===== src/rtl/frame_sequencer.sv =====
// Frame controller: start handshake, per-frame update pulse, NUM_LAYERS draw
// phases under a per-layer watchdog, paced frame wait, and an end-screen draw.
module frame_sequencer #(
  parameter int NUM_LAYERS    = 3,
  parameter int FRAME_CYCLES  = 833333,
  parameter int LAYER_TIMEOUT = 65536,
  parameter int FC_W          = 16
) (
  input  logic                  clock,
  input  logic                  reset,
  input  logic                  start,
  input  logic                  pause,
  input  logic                  game_over,
  input  logic [NUM_LAYERS-1:0] layer_done,
  input  logic                  end_done,
  output logic                  update,
  output logic                  plot,
  output logic [NUM_LAYERS-1:0] layer_sel,
  output logic                  draw_end,
  output logic [FC_W-1:0]       frame_count,
  output logic                  paused,
  output logic                  overrun,
  output logic [NUM_LAYERS-1:0] timeout_err,
  output logic                  busy
);

  localparam int IDX_W = (NUM_LAYERS > 1) ? $clog2(NUM_LAYERS) : 1;
  localparam int TMR_W = $clog2(FRAME_CYCLES + 1);
  localparam int WD_W  = $clog2(LAYER_TIMEOUT + 1);

  localparam logic [IDX_W-1:0] IDX_LAST = IDX_W'(NUM_LAYERS - 1);
  localparam logic [TMR_W-1:0] TMR_LAST = TMR_W'(FRAME_CYCLES - 1);
  localparam logic [WD_W-1:0]  WD_LAST  = WD_W'(LAYER_TIMEOUT - 1);

  typedef enum logic [2:0] {
    S_IDLE,
    S_WAIT_RELEASE,
    S_UPDATE,
    S_DRAW,
    S_WAIT_FRAME,
    S_DRAW_END,
    S_END
  } state_t;

  typedef struct packed {
    logic                  update;
    logic                  plot;
    logic                  draw_end;
    logic                  busy;
    logic [NUM_LAYERS-1:0] layer_sel;
  } outs_t;

  // Output bundle for a given destination state; loaded on every transition so
  // the strobes are registered yet always match the state being entered.
  function automatic outs_t decode(input state_t s, input logic [IDX_W-1:0] i);
    outs_t o;
    o      = '0;
    o.busy = (s != S_IDLE) && (s != S_END);
    case (s)
      S_UPDATE:   o.update = 1'b1;
      S_DRAW: begin
        o.plot      = 1'b1;
        o.layer_sel = NUM_LAYERS'(1) << i;
      end
      S_DRAW_END: begin
        o.plot     = 1'b1;
        o.draw_end = 1'b1;
      end
      default: ;
    endcase
    return o;
  endfunction

  state_t           state;
  logic [IDX_W-1:0] idx;
  logic [TMR_W-1:0] timer;
  logic [WD_W-1:0]  wd;
  outs_t            outs;

  logic frame_due;
  logic layer_end;
  logic last_layer;

  // timer holds cycles elapsed since the last update pulse, saturating at the
  // cycle in which the next update must be launched
  assign frame_due  = (timer == TMR_LAST);
  assign layer_end  = layer_done[idx] || (wd == WD_LAST);
  assign last_layer = (idx == IDX_LAST);

  assign update    = outs.update;
  assign plot      = outs.plot;
  assign draw_end  = outs.draw_end;
  assign busy      = outs.busy;
  assign layer_sel = outs.layer_sel;

  always_ff @(posedge clock) begin
    if (!reset) begin
      state       <= S_IDLE;
      idx         <= '0;
      timer       <= '0;
      wd          <= '0;
      outs        <= '0;
      frame_count <= '0;
      overrun     <= 1'b0;
      timeout_err <= '0;
      paused      <= 1'b0;
    end else begin
      if (!paused && !frame_due)
        timer <= timer + 1'b1;

      case (state)
        S_IDLE, S_END: begin
          if (start) begin
            state <= S_WAIT_RELEASE;
            outs  <= decode(S_WAIT_RELEASE, '0);
          end
        end

        S_WAIT_RELEASE: begin
          if (!start) begin
            state       <= S_UPDATE;
            outs        <= decode(S_UPDATE, '0);
            frame_count <= '0;
            overrun     <= 1'b0;
            timeout_err <= '0;
          end
        end

        S_UPDATE: begin
          timer <= TMR_W'(1);
          if (game_over) begin
            state <= S_DRAW_END;
            outs  <= decode(S_DRAW_END, '0);
          end else begin
            state       <= S_DRAW;
            idx         <= '0;
            wd          <= '0;
            frame_count <= frame_count + 1'b1;
            outs        <= decode(S_DRAW, '0);
          end
        end

        S_DRAW: begin
          if (layer_end) begin
            // a done arriving on the watchdog's last cycle counts as done
            if (!layer_done[idx])
              timeout_err[idx] <= 1'b1;
            wd <= '0;
            if (!last_layer) begin
              idx  <= idx + 1'b1;
              outs <= decode(S_DRAW, idx + 1'b1);
            end else if (frame_due) begin
              overrun <= 1'b1;
              state   <= S_UPDATE;
              outs    <= decode(S_UPDATE, '0);
            end else begin
              state <= S_WAIT_FRAME;
              outs  <= decode(S_WAIT_FRAME, '0);
            end
          end else begin
            wd <= wd + 1'b1;
          end
        end

        S_WAIT_FRAME: begin
          // a paused cycle neither advances the timer nor launches the update
          if (!paused && frame_due) begin
            state <= S_UPDATE;
            outs  <= decode(S_UPDATE, '0);
          end else begin
            paused <= pause;
          end
        end

        S_DRAW_END: begin
          if (end_done) begin
            state <= S_END;
            outs  <= decode(S_END, '0);
          end
        end

        default: begin
          state <= S_IDLE;
          outs  <= '0;
        end
      endcase
    end
  end

endmodule

===== config.mk =====
export PLATFORM = sky130hd
export DESIGN_NAME = frame_sequencer
export DESIGN_NICKNAME = d
export VERILOG_FILES = /design/src/rtl/frame_sequencer.sv
export SDC_FILE = /design/constraint.sdc
export NUM_CORES = 1
export LEC_CHECK = 0
export CAP_MARGIN = 20
export CORE_ASPECT_RATIO = 0.6
export CORE_MARGIN = 3
export CORE_UTILIZATION = 60
export DETAILED_ROUTE_END_ITERATION = 8
export GPL_ROUTABILITY_DRIVEN = 0
export PLACE_DENSITY = 0.9
export SYNTH_ARGS = -nofsm -noshare
export SYNTH_HDL_FRONTEND = slang
export SYNTH_SLANG_ARGS = --single-unit

===== constraint.sdc =====
create_clock -name clock -period 7.6 [get_ports clock]
set_input_delay 0.76 -clock clock [delete_from_list [all_inputs] [get_ports clock]]
set_output_delay 0.76 -clock clock [all_outputs]
set_load 0.05 [all_outputs]

==> results of run 1 <==
[cells in the mapped netlist, drive strengths merged (10+ instances only)]
cell type	count	area, µm²
dfxtp	70	1400
a21oi	39	199
nor2	35	134
nand2	27	101
o21ai	23	115
inv	20	75.1
nand3	20	100
xnor2	15	131
clkbuf	13	48.8
nor3	13	65.1
nand4	11	75.1
a311oi	10	93.8
ha	10	125
[per-stage QoR]
stage               hold slack (ns)  utilization (%)  instances  worst slack [ns]  power [mW]
global route                  0.510             74.1        545              4.34        1.09
finish                        0.491             74.1        545              4.47        1.04
CTS                           0.488             74.1        545              4.55        1.04
detailed placement            0.473             71.1        529              4.54       0.765
global placement              0.461             71.1        529              4.67       0.756
floorplan                     0.443                -        426              5.13       0.680
[worst register-to-register path, stage by stage (launching register included)]
cell and delay [ns]:
dfxtp_1 0.36, ha_1 0.26, nand3_1 0.21, nor3_1 0.11
and3_1 0.20, ha_1 0.26, inv_1 0.14, o2111ai_1 0.25
a311oi_1 0.79, nor2_2 0.18, o221a_1 0.28
[final cells by class]
class | count | share of cell area, %
Sequential cell | 70 | 33.0
Multi-Input combinational cell | 321 | 49.9
Clock inverter | 5 | 0.796
Inverter | 20 | 1.77
Clock buffer | 11 | 3.33
Timing Repair Buffer | 38 | 8.84
Tap cell | 80 | 2.36
[cell usage in the layout, fill, tap and decap left out, drive strengths merged, types with 11 or more instances in the layout]
cell type      count
inv               21
nand4             11
nor3              13
nand3             20
dfxtp             70
clkbuf            11
nor2              35
a21oi             39
clkdlybuf4s50     36
nand2             27
o21ai             23
xnor2             15
[logic make-up after synthesis]
group	Yosys count
multiplexers	5
XOR/XNOR	17
adder cells (fa/ha/maj)	10
AO/OA/AOI/OAI	131
AND/OR/NAND/NOR	158
flip-flops	70
buffers and inverters	35
[state kept, by name, indices dropped and copies added, names as in the netlist, 2 cells and up]
name and count:
timer 20, wd 17, frame_count 16, layer_sel 3
state 3, timeout_err 3, idx 2
[per-layer routing]
| metal | part of all wire [%] | global-route usage, % |
|---|---|---|
| met5 | 0 | 0 |
| met4 | 0.72 | 7.34 |
| met2 | 43 | 42.0 |
| met3 | 9.2 | 7.36 |
| met1 | 47 | 38.8 |
[path summary, 6_finish.rpt]
path                startpoint            to  depth (start not counted)
setup / recovery         wd[0]        update                         10
hold / removal    layer_sel[1]  layer_sel[1]                          2
setup reg to reg         wd[0]        update                         10
hold reg to reg   layer_sel[1]  layer_sel[1]                          2
[power groups by stage]
stage                     sequential, mW  clock, mW  combinational, mW
after floorplan                    0.468          0              0.212
after global placement             0.452          0              0.304
after detailed placement           0.453          0              0.312
after CTS                          0.445      0.274              0.316
after global routing               0.452      0.291              0.347
final                              0.447      0.272              0.322
==> reports/results.ini, run 1 <==
[power_and_ir_drop]
sw_frac_of_total_pct = 38.9
sequentialPowerShare_pct = 43.0
p_leak_nw = 1.40
power_density_nw_per_um2 = 245
p_clk_share_pct = 26.1
switchingPower_uw = 405
p_int_uw = 636
ir_drop_v = 0.000248
pwr-share-comb_pct = 30.9

[yosys]
ys_ff_latch = 70
syn_area_um2 = 3660
synthArstFlopShare_pct = 0
ys_types = 62
synth_adder_area_share_pct = 3.42
synthFlopType = dfxtp_1
synth_edf_count = 0
synth_top_family_by_area = compound AO/OA/AOI/OAI gates
synth.area.mux_share_pct = 1.40
synth_nets = 445
yosysSeqAreaShare_pct = 38.3
postSynthAreaPerCell_um2 = 8.59
synthXorXnorAreaFrac_pct = 4.07
synthSimpleGateAreaFrac_pct = 23.5
synth_compound_area_share_pct = 25.6
synthesis.instances = 426
yosysWarnings = 0

[setup_path]
end_kind = register
cp-start-kind = register
cp.arrival_ns = 3.37
path_buf_inv = 1
crit_slowest_cell = a311oi_1
critical_path.top_delay_family = compound AO/OA/AOI/OAI gates
ff2ff_setup_slack_ns = 4.47
crit_top_cell = ha_1
worstPathRequired_ns = 7.84
slowest_delay_ns = 0.79
crit_chain = ha_1, nand3_1, nor3_1, and3_1, ha_1, inv_1, o2111ai_1, a311oi_1, nor2_2, o221a_1
critPathMaxFanout = 7
crit_type = reg -> reg

[routing]
num_vias = 3543
ant_nets = 0
drt-pass1-iter-count = 6
routed_wl_mm = 9.44
drc = 0
viasPerCell = 6.50
first_iter_violations = 245
avgRoutedWirePerCell_um = 17.3

[floorplan]
die_h_um = 66.5
start_util_pct = 63.8
coreArea_um2 = 5730
dieArea_um2 = 7100
ios = 37
die_w_um = 107
rows = 21

[cts]
cts_tree = done
hold_buffers = 0
clk_pin_slew_ns = 0.08
cts_sinks = 70
clockBufferDepth = 2
cts-root-buf = clkbuf_8
cts_resized = 0
clkLatencyLatePin_ns = 0.35
numCtsBuffers = 9
cts-htree-levels = 3
postCtsSetupBuffers = 0

[sta]
hold_viol_final = 0
slew_headroom_pct = 33.7
fin_skew_ns = 0.00762
finalSetupViolations = 0
min_period_ns = 3.13
worst_pin_slew_ns = 0.995
rsz0062_at_grt = no
timing.final.crit_share_pct = 41.1
max_clock_freq_ghz = 0.320
slew_violations = 0
setup_tns_ns = 0

[global_routing]
grt_pass1_vias = 3164
grt-ovfl-total = 0
grt_max_degree = 24
grt_pass1_wl_mm = 15.4
antenna_found_initial = 0
track_usage_pct = 27.6

[placement]
portBuffers = 36
placed_area_um2 = 4070
dp_hpwl_mm = 6.66

[layout]
final_area_um2 = 4250
area_delta_synth_final_pct = 16.1
finalNetCount = 479
multiInputGateArea_um2 = 2120
drive_above_1_share_pct = 7.31
diodes = 0
fill_cells = 439
seq_area_um2 = 1400

[job]
cap_violations = 0

[min_path]
hp-class = reg -> reg

[run_status]
status = completed

Note: power is estimated with default switching activity, not from simulation.
==> run 2: changes to the inputs <==
--- a/config.mk
+++ b/config.mk
@@ -8,10 +8,10 @@
 export CAP_MARGIN = 20
 export CORE_ASPECT_RATIO = 0.6
 export CORE_MARGIN = 3
-export CORE_UTILIZATION = 60
+export CORE_UTILIZATION = 51
 export DETAILED_ROUTE_END_ITERATION = 8
 export GPL_ROUTABILITY_DRIVEN = 0
-export PLACE_DENSITY = 0.9
+export PLACE_DENSITY = 0.83
 export SYNTH_ARGS = -nofsm -noshare
 export SYNTH_HDL_FRONTEND = slang
 export SYNTH_SLANG_ARGS = --single-unit
==> constraint.sdc (replaced) <==
create_clock -name clock -period 2.7 [get_ports clock]
set_input_delay 0.27 -clock clock [delete_from_list [all_inputs] [get_ports clock]]
set_output_delay 0.27 -clock clock [all_outputs]
set_load 0.05 [all_outputs]
==> run 2 against run 1 <==
Against the previous run: register-to-register slack lost 4.4 ns; global-route usage fell by 3.5 points; via count down 2.0%; routed wire length rose by 1.2%; final cell count increased by 3.7%; clock skew fell by 0.0020 ns; worst setup slack worse by 4.4 ns; sequential cell count did not move; sequential power grew to 2.8 times the previous value; largest cell class unchanged.
==> reports/results.ini, run 2 (synthesized netlist as in run 1, its figures left out) <==
[run_status]
status = completed

[global_routing]
antenna_found_initial = 0
track_usage_pct = 24.1
grt_pass1_vias = 3207
grt_pass1_wl_mm = 15.8
grt_max_degree = 20
grt-ovfl-total = 0

[routing]
first_iter_violations = 327
viasPerCell = 6.15
avgRoutedWirePerCell_um = 16.9
routed_wl_mm = 9.55
num_vias = 3473
drc = 0
drt-pass1-iter-count = 5
ant_nets = 0

[floorplan]
die_h_um = 71.6
start_util_pct = 53.6
dieArea_um2 = 8260
rows = 23
ios = 37
die_w_um = 115
coreArea_um2 = 6820

[power_and_ir_drop]
p_total_mw = 3.62
power_density_nw_per_um2 = 795
ir_drop_v = 0.000732
p_leak_nw = 1.54

[cts]
clockBufferDepth = 2
numCtsBuffers = 9
cts-root-buf = clkbuf_16
cts_tree = done
cts_sinks = 70
clkLatencyLatePin_ns = 0.33
hold_buffers = 0
cts-htree-levels = 3
clk_pin_slew_ns = 0.06

[sta]
worst_slack_ns = 0.120
min_period_ns = 2.58
slew_violations = 0
timing.final.crit_share_pct = 95.6
fin_skew_ns = 0.00565
rsz0062_at_grt = no
finalSetupViolations = 0
max_clock_freq_ghz = 0.388
hold_slack_ns = 0.484
slew_headroom_pct = 43.8
setup_tns_ns = 0
worst_pin_slew_ns = 0.841
hold_viol_final = 0

[layout]
regMostFlops = timer
finalNetCount = 492
reg_top3 = timer: 20 flops, wd: 17 flops, frame_count: 16 flops
multiInputGateArea_um2 = 2140
final_area_um2 = 4550
final_common_cell = dfxtp_1
diodes = 0
area_delta_synth_final_pct = 24.5
drive_above_1_share_pct = 11.1
seq_area_um2 = 1400
layout_common_cells = dfxtp_1 (70), a21oi_1 (38), clkdlybuf4s50_1 (36)
largest_reg_flops = 20
fill_cells = 560

[setup_path]
critPathMaxFanout = 5
end_kind = register
crit_chain = ha_2, nand3_1, nor3_2, and3_1, ha_1, inv_1, o2111ai_2, a311oi_2, or4_1, a21oi_1
path_buf_inv = 1
slowest_delay_ns = 0.50
cp.arrival_ns = 2.83
critical_path.top_delay_family = simple AND/OR/NAND/NOR gates
crit_slowest_cell = or4_1
cp-start-kind = register
crit_type = reg -> reg
worstPathRequired_ns = 2.95

[placement]
dp_hpwl_mm = 6.74
dp_slack_ns = -0.0390
portBuffers = 36
placed_area_um2 = 4160

[min_path]
hp-class = reg -> reg

[job]
cap_violations = 0

## run 2: changes by cell type in the layout (fill, tap and decap cells not counted), sizes merged
cell      delta
bufinv       +3
clkinv       -1
buf         +13
inv          -1
clkinvlp     -1
## run 2: layer usage
layer	global-route usage, %	vias up	wire [µm]
li1	-	1703	-
met1	35.8	1630	4710
met2	34.4	125	3960
met3	7.09	15	784
met4	5.47	0	97
met5	0	-	0
## run 2: worst register-to-register path: cells and delay by family, from the launching register on
kind | cells | cell delay [ns]
buffers and inverters | 1 | 0.10
flip-flops | 1 | 0.41
AND/OR/NAND/NOR | 4 | 1.03
adder cells (fa/ha/maj) | 2 | 0.47
AO/OA/AOI/OAI | 3 | 0.49
## run 2: per-stage QoR
stage / cells / util (%)
after global routing: 565 / 66.7
after CTS: 564 / 66.4
after global placement: 547 / 61.0
after floorplan: 426 / -
after detailed placement: 547 / 61.0
final: 565 / 66.7
## run 2: layout make-up
cell class / count / share of cell area (%)
inverter: 20 / 1.65
sequential: 70 / 30.8
clock inverter: 5 / 2.34
multi-input combinational: 321 / 47.1
clock buffer: 11 / 5.33
timing repair buffer: 51 / 10.4
tap: 87 / 2.39
## run 2: path summary, 6_finish.rpt
check                       to  slack [ns]   from  depth (start not counted)
hold / removal           wd[7]        0.48  wd[7]                          1
hold reg to reg          wd[7]        0.48  wd[7]                          1
setup reg to reg  layer_sel[0]        0.12  wd[0]                         10
setup / recovery  layer_sel[0]        0.12  wd[0]                         10
## run 2: repair_timing
item / in CTS / in global routing
endpoints found under the setup margin: 1 / 15
setup buffers: 1 / 1
gates resized for setup: 2 / 4
pin swaps: 1 / 1
## run 2: report_power, final
group / internal, mW / leakage, nW / switching (mW)
Combinational: 0.377 / 0.807 / 0.608
Clock: 0.929 / 0.166 / 0.445
Sequential: 1.11 / 0.566 / 0.151
Total: 2.42 / 1.54 / 1.20
==> run 3: changes to the inputs <==
--- a/config.mk
+++ b/config.mk
@@ -11,6 +11,7 @@
 export CORE_UTILIZATION = 51
 export DETAILED_ROUTE_END_ITERATION = 8
 export GPL_ROUTABILITY_DRIVEN = 0
+export HOLD_SLACK_MARGIN = 0.05
 export PLACE_DENSITY = 0.83
 export SYNTH_ARGS = -nofsm -noshare
 export SYNTH_HDL_FRONTEND = slang
==> results of run 3 <==
No change in the layout: final DEF, timing and power equal those of run 2.
